[config.mk]
export PLATFORM = sky130hd
export DESIGN_NAME = sobel_frame_sequencer
export DESIGN_NICKNAME = d
export VERILOG_FILES = /design/src/rtl/sobel_seq_pkg.sv /design/src/rtl/sobel_pos_counter.sv /design/src/rtl/sobel_frame_sequencer.sv
export SDC_FILE = /design/constraint.sdc
export NUM_CORES = 1
export LEC_CHECK = 0
export BUFFER_PORTS_ARGS = -buffer_cell sky130_fd_sc_hd__buf_2
export CORE_ASPECT_RATIO = 0.8
export CORE_MARGIN = 1.5
export CORE_UTILIZATION = 60
export DETAILED_ROUTE_END_ITERATION = 8
export GPL_TIMING_DRIVEN = 0
export PLACE_DENSITY = 0.91
export SYNTH_ARGS = -nofsm -noshare
export SYNTH_HDL_FRONTEND = slang
export SYNTH_SLANG_ARGS = --single-unit
[constraint.sdc]
create_clock -name clk -period 8.3 [get_ports clk]
set_clock_uncertainty 0.2 [all_clocks]
set_input_delay 0.83 -clock clk [delete_from_list [all_inputs] [get_ports clk]]
set_output_delay 0.83 -clock clk [all_outputs]
set_load 0.05 [all_outputs]
[src/rtl/sobel_seq_pkg.sv]
// Shared types and default geometry for the Sobel frame sequencer.
package sobel_seq_pkg;

    typedef enum logic [1:0] {
        IDLE,
        PRIME,
        RUN,
        DRAIN
    } seq_state_t;

    localparam int ROW_LOOP_DEF = 3;
    localparam int DIMWIDTH_DEF = 16;

endpackage

[src/rtl/sobel_pos_counter.sv]
// Column/row position of the current input beat within a frame.
// The frame geometry is captured on load so the config ports may change mid-frame.
module sobel_pos_counter
    import sobel_seq_pkg::*;
#(
    parameter int DIMWIDTH = DIMWIDTH_DEF
) (
    input  logic                clk,
    input  logic                rst_i,
    input  logic                load_i,
    input  logic                inc_i,
    input  logic [DIMWIDTH-1:0] width_i,
    input  logic [DIMWIDTH-1:0] height_i,
    output logic [DIMWIDTH-1:0] row_o,
    output logic                row_end_o,
    output logic                frame_end_o
);

    logic [DIMWIDTH-1:0] width_q, width_d;
    logic [DIMWIDTH-1:0] height_q, height_d;
    logic [DIMWIDTH-1:0] col_q, col_d;
    logic [DIMWIDTH-1:0] row_q, row_d;

    assign row_end_o   = (col_q == width_q - 1'b1);
    assign frame_end_o = row_end_o && (row_q == height_q - 1'b1);
    assign row_o       = row_q;

    // Rows never wrap: the sequencer leaves RUN on the frame-end beat.
    always_comb begin
        width_d  = width_q;
        height_d = height_q;
        col_d    = col_q;
        row_d    = row_q;
        if (load_i) begin
            width_d  = width_i;
            height_d = height_i;
            col_d    = '0;
            row_d    = '0;
        end else if (inc_i) begin
            if (row_end_o) begin
                col_d = '0;
                row_d = row_q + 1'b1;
            end else begin
                col_d = col_q + 1'b1;
            end
        end
    end

    always_ff @(posedge clk or posedge rst_i) begin
        if (rst_i) begin
            width_q  <= '0;
            height_q <= '0;
            col_q    <= '0;
            row_q    <= '0;
        end else begin
            width_q  <= width_d;
            height_q <= height_d;
            col_q    <= col_d;
            row_q    <= row_d;
        end
    end

endmodule

[src/rtl/sobel_frame_sequencer.sv]
// Frame controller for the Sobel pipeline: counts beats, tags window beats,
// suppresses results while line buffers prime, then waits for the output stage to drain.
module sobel_frame_sequencer
    import sobel_seq_pkg::*;
#(
    parameter int PIXEL         = 3,
    parameter int ROW_LOOP      = ROW_LOOP_DEF,
    parameter int DIMWIDTH      = DIMWIDTH_DEF,
    parameter int DRAIN_TIMEOUT = 1024
) (
    input  logic                clk,
    input  logic                ARESET,
    input  logic [DIMWIDTH-1:0] cfg_width,
    input  logic [DIMWIDTH-1:0] cfg_height,
    input  logic                start,
    output logic                active,
    output logic                done,
    output logic                err,
    input  logic                s_strobe,
    output logic                s_busy,
    output logic                win_strobe,
    input  logic                win_busy,
    output logic                win_emit,
    output logic                win_tlast,
    output logic                lb_rotate,
    input  logic                mon_strobe,
    input  logic                mon_busy,
    input  logic                mon_tlast
);

    localparam int DCW = (DRAIN_TIMEOUT > 2) ? $clog2(DRAIN_TIMEOUT) : 1;
    localparam logic [DCW-1:0]      DRAIN_LAST     = DCW'(DRAIN_TIMEOUT - 1);
    localparam logic [DIMWIDTH-1:0] PRIME_LAST_ROW = DIMWIDTH'(ROW_LOOP - 2);
    localparam logic [DIMWIDTH-1:0] MIN_HEIGHT     = DIMWIDTH'(ROW_LOOP);

    // Beats, not pixels, are the counted unit; nothing elaborates for legal parameters.
    if (PIXEL < 1 || ROW_LOOP < 2) begin : g_param_guard
    end

    seq_state_t          state_q, state_d;
    logic                active_q, active_d;
    logic                done_q, done_d;
    logic                err_q, err_d;
    logic [DCW-1:0]      drain_cnt_q, drain_cnt_d;
    logic                win_strobe_q, win_strobe_d;
    logic                win_emit_q, win_emit_d;
    logic                win_tlast_q, win_tlast_d;
    logic                lb_rotate_q, lb_rotate_d;

    logic                xfer;
    logic                cnt_load;
    logic                cfg_bad;
    logic                row_end;
    logic                frame_end;
    logic [DIMWIDTH-1:0] row;

    assign s_busy  = !(state_q == PRIME || state_q == RUN) || (win_strobe_q && win_busy);
    assign xfer    = s_strobe && !s_busy;
    assign cfg_bad = (cfg_width == '0) || (cfg_height < MIN_HEIGHT);

    sobel_pos_counter #(
        .DIMWIDTH(DIMWIDTH)
    ) u_pos (
        .clk        (clk),
        .rst_i      (ARESET),
        .load_i     (cnt_load),
        .inc_i      (xfer),
        .width_i    (cfg_width),
        .height_i   (cfg_height),
        .row_o      (row),
        .row_end_o  (row_end),
        .frame_end_o(frame_end)
    );

    always_comb begin
        state_d     = state_q;
        active_d    = active_q;
        done_d      = 1'b0;
        err_d       = 1'b0;
        drain_cnt_d = drain_cnt_q;
        cnt_load    = 1'b0;
        case (state_q)
            IDLE: begin
                if (start) begin
                    cnt_load = 1'b1;
                    if (cfg_bad) begin
                        err_d = 1'b1;
                    end else begin
                        active_d = 1'b1;
                        state_d  = PRIME;
                    end
                end
            end
            PRIME: begin
                if (xfer && row_end && row == PRIME_LAST_ROW) begin
                    state_d = RUN;
                end
            end
            RUN: begin
                if (xfer && frame_end) begin
                    state_d     = DRAIN;
                    drain_cnt_d = '0;
                end
            end
            DRAIN: begin
                drain_cnt_d = drain_cnt_q + 1'b1;
                // A drain completion wins over a timeout landing on the same cycle.
                if (mon_strobe && !mon_busy && mon_tlast) begin
                    done_d   = 1'b1;
                    active_d = 1'b0;
                    state_d  = IDLE;
                end else if (drain_cnt_q == DRAIN_LAST) begin
                    err_d    = 1'b1;
                    active_d = 1'b0;
                    state_d  = IDLE;
                end
            end
            default: state_d = IDLE;
        endcase
    end

    // Window beat register: load on transfer, hold while stalled, clear once taken.
    always_comb begin
        win_strobe_d = win_strobe_q;
        win_emit_d   = win_emit_q;
        win_tlast_d  = win_tlast_q;
        lb_rotate_d  = lb_rotate_q;
        if (xfer) begin
            win_strobe_d = 1'b1;
            lb_rotate_d  = row_end;
            win_emit_d   = (state_q == RUN);
            win_tlast_d  = frame_end;
        end else if (!win_busy) begin
            win_strobe_d = 1'b0;
            lb_rotate_d  = 1'b0;
            win_emit_d   = 1'b0;
            win_tlast_d  = 1'b0;
        end
    end

    always_ff @(posedge clk or posedge ARESET) begin
        if (ARESET) begin
            state_q      <= IDLE;
            active_q     <= 1'b0;
            done_q       <= 1'b0;
            err_q        <= 1'b0;
            drain_cnt_q  <= '0;
            win_strobe_q <= 1'b0;
            win_emit_q   <= 1'b0;
            win_tlast_q  <= 1'b0;
            lb_rotate_q  <= 1'b0;
        end else begin
            state_q      <= state_d;
            active_q     <= active_d;
            done_q       <= done_d;
            err_q        <= err_d;
            drain_cnt_q  <= drain_cnt_d;
            win_strobe_q <= win_strobe_d;
            win_emit_q   <= win_emit_d;
            win_tlast_q  <= win_tlast_d;
            lb_rotate_q  <= lb_rotate_d;
        end
    end

    assign active     = active_q;
    assign done       = done_q;
    assign err        = err_q;
    assign win_strobe = win_strobe_q;
    assign win_emit   = win_emit_q;
    assign win_tlast  = win_tlast_q;
    assign lb_rotate  = lb_rotate_q;

endmodule

==> results.json <==
{
  "hold_viol_final": 0,
  "vias": 4803,
  "grt_max_degree": 68,
  "power_density_nw_per_um2": 311,
  "grt_overflow": 0,
  "post_cts_resized": 0,
  "yosys.area.top_type": "dfrtp_1",
  "slew_violations": 0,
  "setup_viol": 0,
  "fin_util_pct": 70.6,
  "critical_path_class": "flop to flop",
  "start_util_pct": 62.9,
  "place.gp.congestion": 0.952,
  "drive_gt1_share_pct": 14.7,
  "viasPerCell": 6.31,
  "leakagePower_nw": 2.61,
  "clk_latency_ps": 370,
  "regArea_um2": 2080,
  "syn_area_um2": 5060,
  "r2r-start": "u_pos.height_q[0]",
  "multi_input_area_um2": 2790,
  "yosys.cell_types.count": 63,
  "min_path_type": "input port to asynchronous set/reset pin",
  "syn_area_per_cell_um2": 8.60,
  "synth-edff-count": 0,
  "status": "completed",
  "tns_ps": 0,
  "ys_seq_elements": 83,
  "drt_first_iter_violations": 560,
  "htree_levels": 3,
  "max_stage_delay_ps": 610,
  "routedWlPerCell_um": 17.4,
  "path_delay_family": "simple AND/OR/NAND/NOR gates",
  "synth_area_leaders": "dfrtp_1, nand2_1, xnor2_1",
  "start_kind": "flop",
  "fill_cells": 634,
  "worstPathArrival_ps": 4210,
  "antenna_found_initial": 0,
  "dp_hpwl_um": 9640,
  "tightest_slew_ps": 738,
  "cts.sinks": 83,
  "cp_common_cell": "nor4_1",
  "clock-root-buffer": "clkbuf_8",
  "antenna_left": 0,
  "n_antenna_cell": 0,
  "clockBufferDepth": 2,
  "ctsHoldBuffers": 0,
  "fin_crit_ps": 4150,
  "cp_num_buf_inv": 3,
  "ys_async_sr_fraction_pct": 100,
  "synth.net_count": 639,
  "grt_first_pass_wirelength_um": 22000,
  "finalCritPeriodShare_pct": 50.0,
  "dieWidth_um": 106,
  "grt_pass1_vias": 4575,
  "die_y_um": 85.2,
  "cp_data_required_time_ps": 8360,
  "cts_buffers": 9,
  "die-area_um2": 9000,
  "cts_tree": "built",
  "slew-limit-headroom_pct": 50.4,
  "rsz0062_at_grt": "false",
  "synth_cells": 589,
  "grt_use_total_pct": 31.0,
  "io_pins": 48,
  "area_growth_pct": 12.3,
  "dr.pass1.iters": 6,
  "seq_area_frac_synth_pct": 41.0,
  "startpoint": "u_pos.height_q[0]",
  "cts_setup_buffers": 0,
  "endpoint_kind": "flop",
  "yosys_warnings": 0,
  "wirelength_um": 13200,
  "worstPathCellList": "inv_1 -> ha_1 -> or4b_2 -> clkbuf_1 -> nor4_1 -> xnor2_1 -> nor4_1 -> nand4_1 -> o41ai_2 -> buf_2 -> o21ai_2 -> a221o_1",
  "rows": 29,
  "core_um2": 8060,
  "port_buffers": 47,
  "synth_top_area_share_pct": 41.0,
  "synth_flop_cell": "dfrtp_1",
  "drc": 0,
  "crit_fanout": 10,
  "clk_pin_slew_ps": 90,
  "nets": 698,
  "slowest_stage": "or4b_2",
  "fmax_mhz": 241,
  "peakVddDrop_mv": 0.263,
  "maxCapViolCount": 0
}
-- cells in the mapped netlist, types with 3 or more instances --
cell      count
a211o_1       3
a211oi_1      3
a21oi_1      32
a221o_1       6
a22o_1        4
a31oi_1      16
and2_1        4
and3_1       16
and4b_1       3
buf_2         3
buf_4         3
clkbuf_1     18
dfrtp_1      83
ha_1         10
inv_1        14
nand2_1     121
nand2b_1     12
nand3_1      23
nand4_1      13
nor2_1       29
nor3_1       15
nor4_1       17
o211ai_1      3
o21ai_0      26
o22ai_1       3
or3_1        14
or4_4         3
xnor2_1      23
xor2_1       23
-- registers in the layout, indices dropped and copies added (netlist names) --
register and count:
active 1, u_pos.width_q 16, drain_cnt_q 10, err 1, win_strobe 1, lb_rotate 1, done 1, win_emit 1
u_pos.row_o 16, state_q 2, u_pos.col_q 16, u_pos.height_q 16, win_tlast 1
-- final timing paths --
check                               endpoint  slack, ps  depth (start not counted)
min                           u_pos.col_q[7]        180                          2
max in group asynchronous  u_pos.height_q[5]       7120                          3
min reg2reg                        win_tlast        320                          1
max reg2reg                   drain_cnt_q[8]       4150                         12
max                           drain_cnt_q[8]       4150                         12
min in group clk                   win_tlast        320                          1
-- per-stage QoR --
stage	power (mW)	worst slack [ps]	hold WS [ps]	area (um2)	std cells
after floorplan	1.20	4830	266	5060	589
after global placement	1.36	4240	296	5430	744
after detailed placement	1.41	4240	295	5460	745
after CTS	1.75	4220	183	5690	761
after global routing	1.88	3840	184	5690	761
final	1.77	4150	180	5690	761
-- cell families after synthesis --
| logic type | synth area share (%) |
|---|---|
| AOI/OAI and AO/OA | 14.8 |
| xor gates and xnor gates | 7.96 |
| adders and majority gates | 2.47 |
| buffers and inverters | 3.95 |
| DFF | 41.0 |
| muxes | 0.222 |
| and+or+nand+nor | 29.6 |
-- final cells by class --
cell class,instances,area share [%]
Timing Repair Buffer,48,4.62
Multi-Input combinational cell,464,49.0
Inverter,14,0.968
Clock buffer,9,2.18
Clock inverter,7,1.74
Sequential cell,83,36.5
Tap cell,108,2.38
Buffer,28,2.60
-- report_power, final --
| group | switching, mW | internal, mW |
|---|---|---|
| registers | 0.143 | 0.505 |
| logic | 0.497 | 0.293 |
| clock network | 0.159 | 0.171 |
| total | 0.799 | 0.969 |
-- layout by cell type, fill, tap and decap left out, types with 17 or more instances in the layout --
cell	n
nand2_1	121
o21ai_0	26
xnor2_1	23
buf_2	50
nor2_1	29
dfrtp_1	83
xor2_1	23
clkbuf_1	18
nand3_1	23
nor4_1	17
a21oi_1	32
-- per-layer routing --
| metal | global-route usage (%) | routed length, um | vias up |
|---|---|---|---|
| met5 | 0 | 0 | - |
| met3 | 9.22 | 1310 | 30 |
| met4 | 9.21 | 214 | 0 |
| met1 | 43.2 | 5830 | 2280 |
| met2 | 47.2 | 5880 | 259 |
| li1 | - | - | 2234 |
Note: power is estimated with default switching activity, not from simulation.
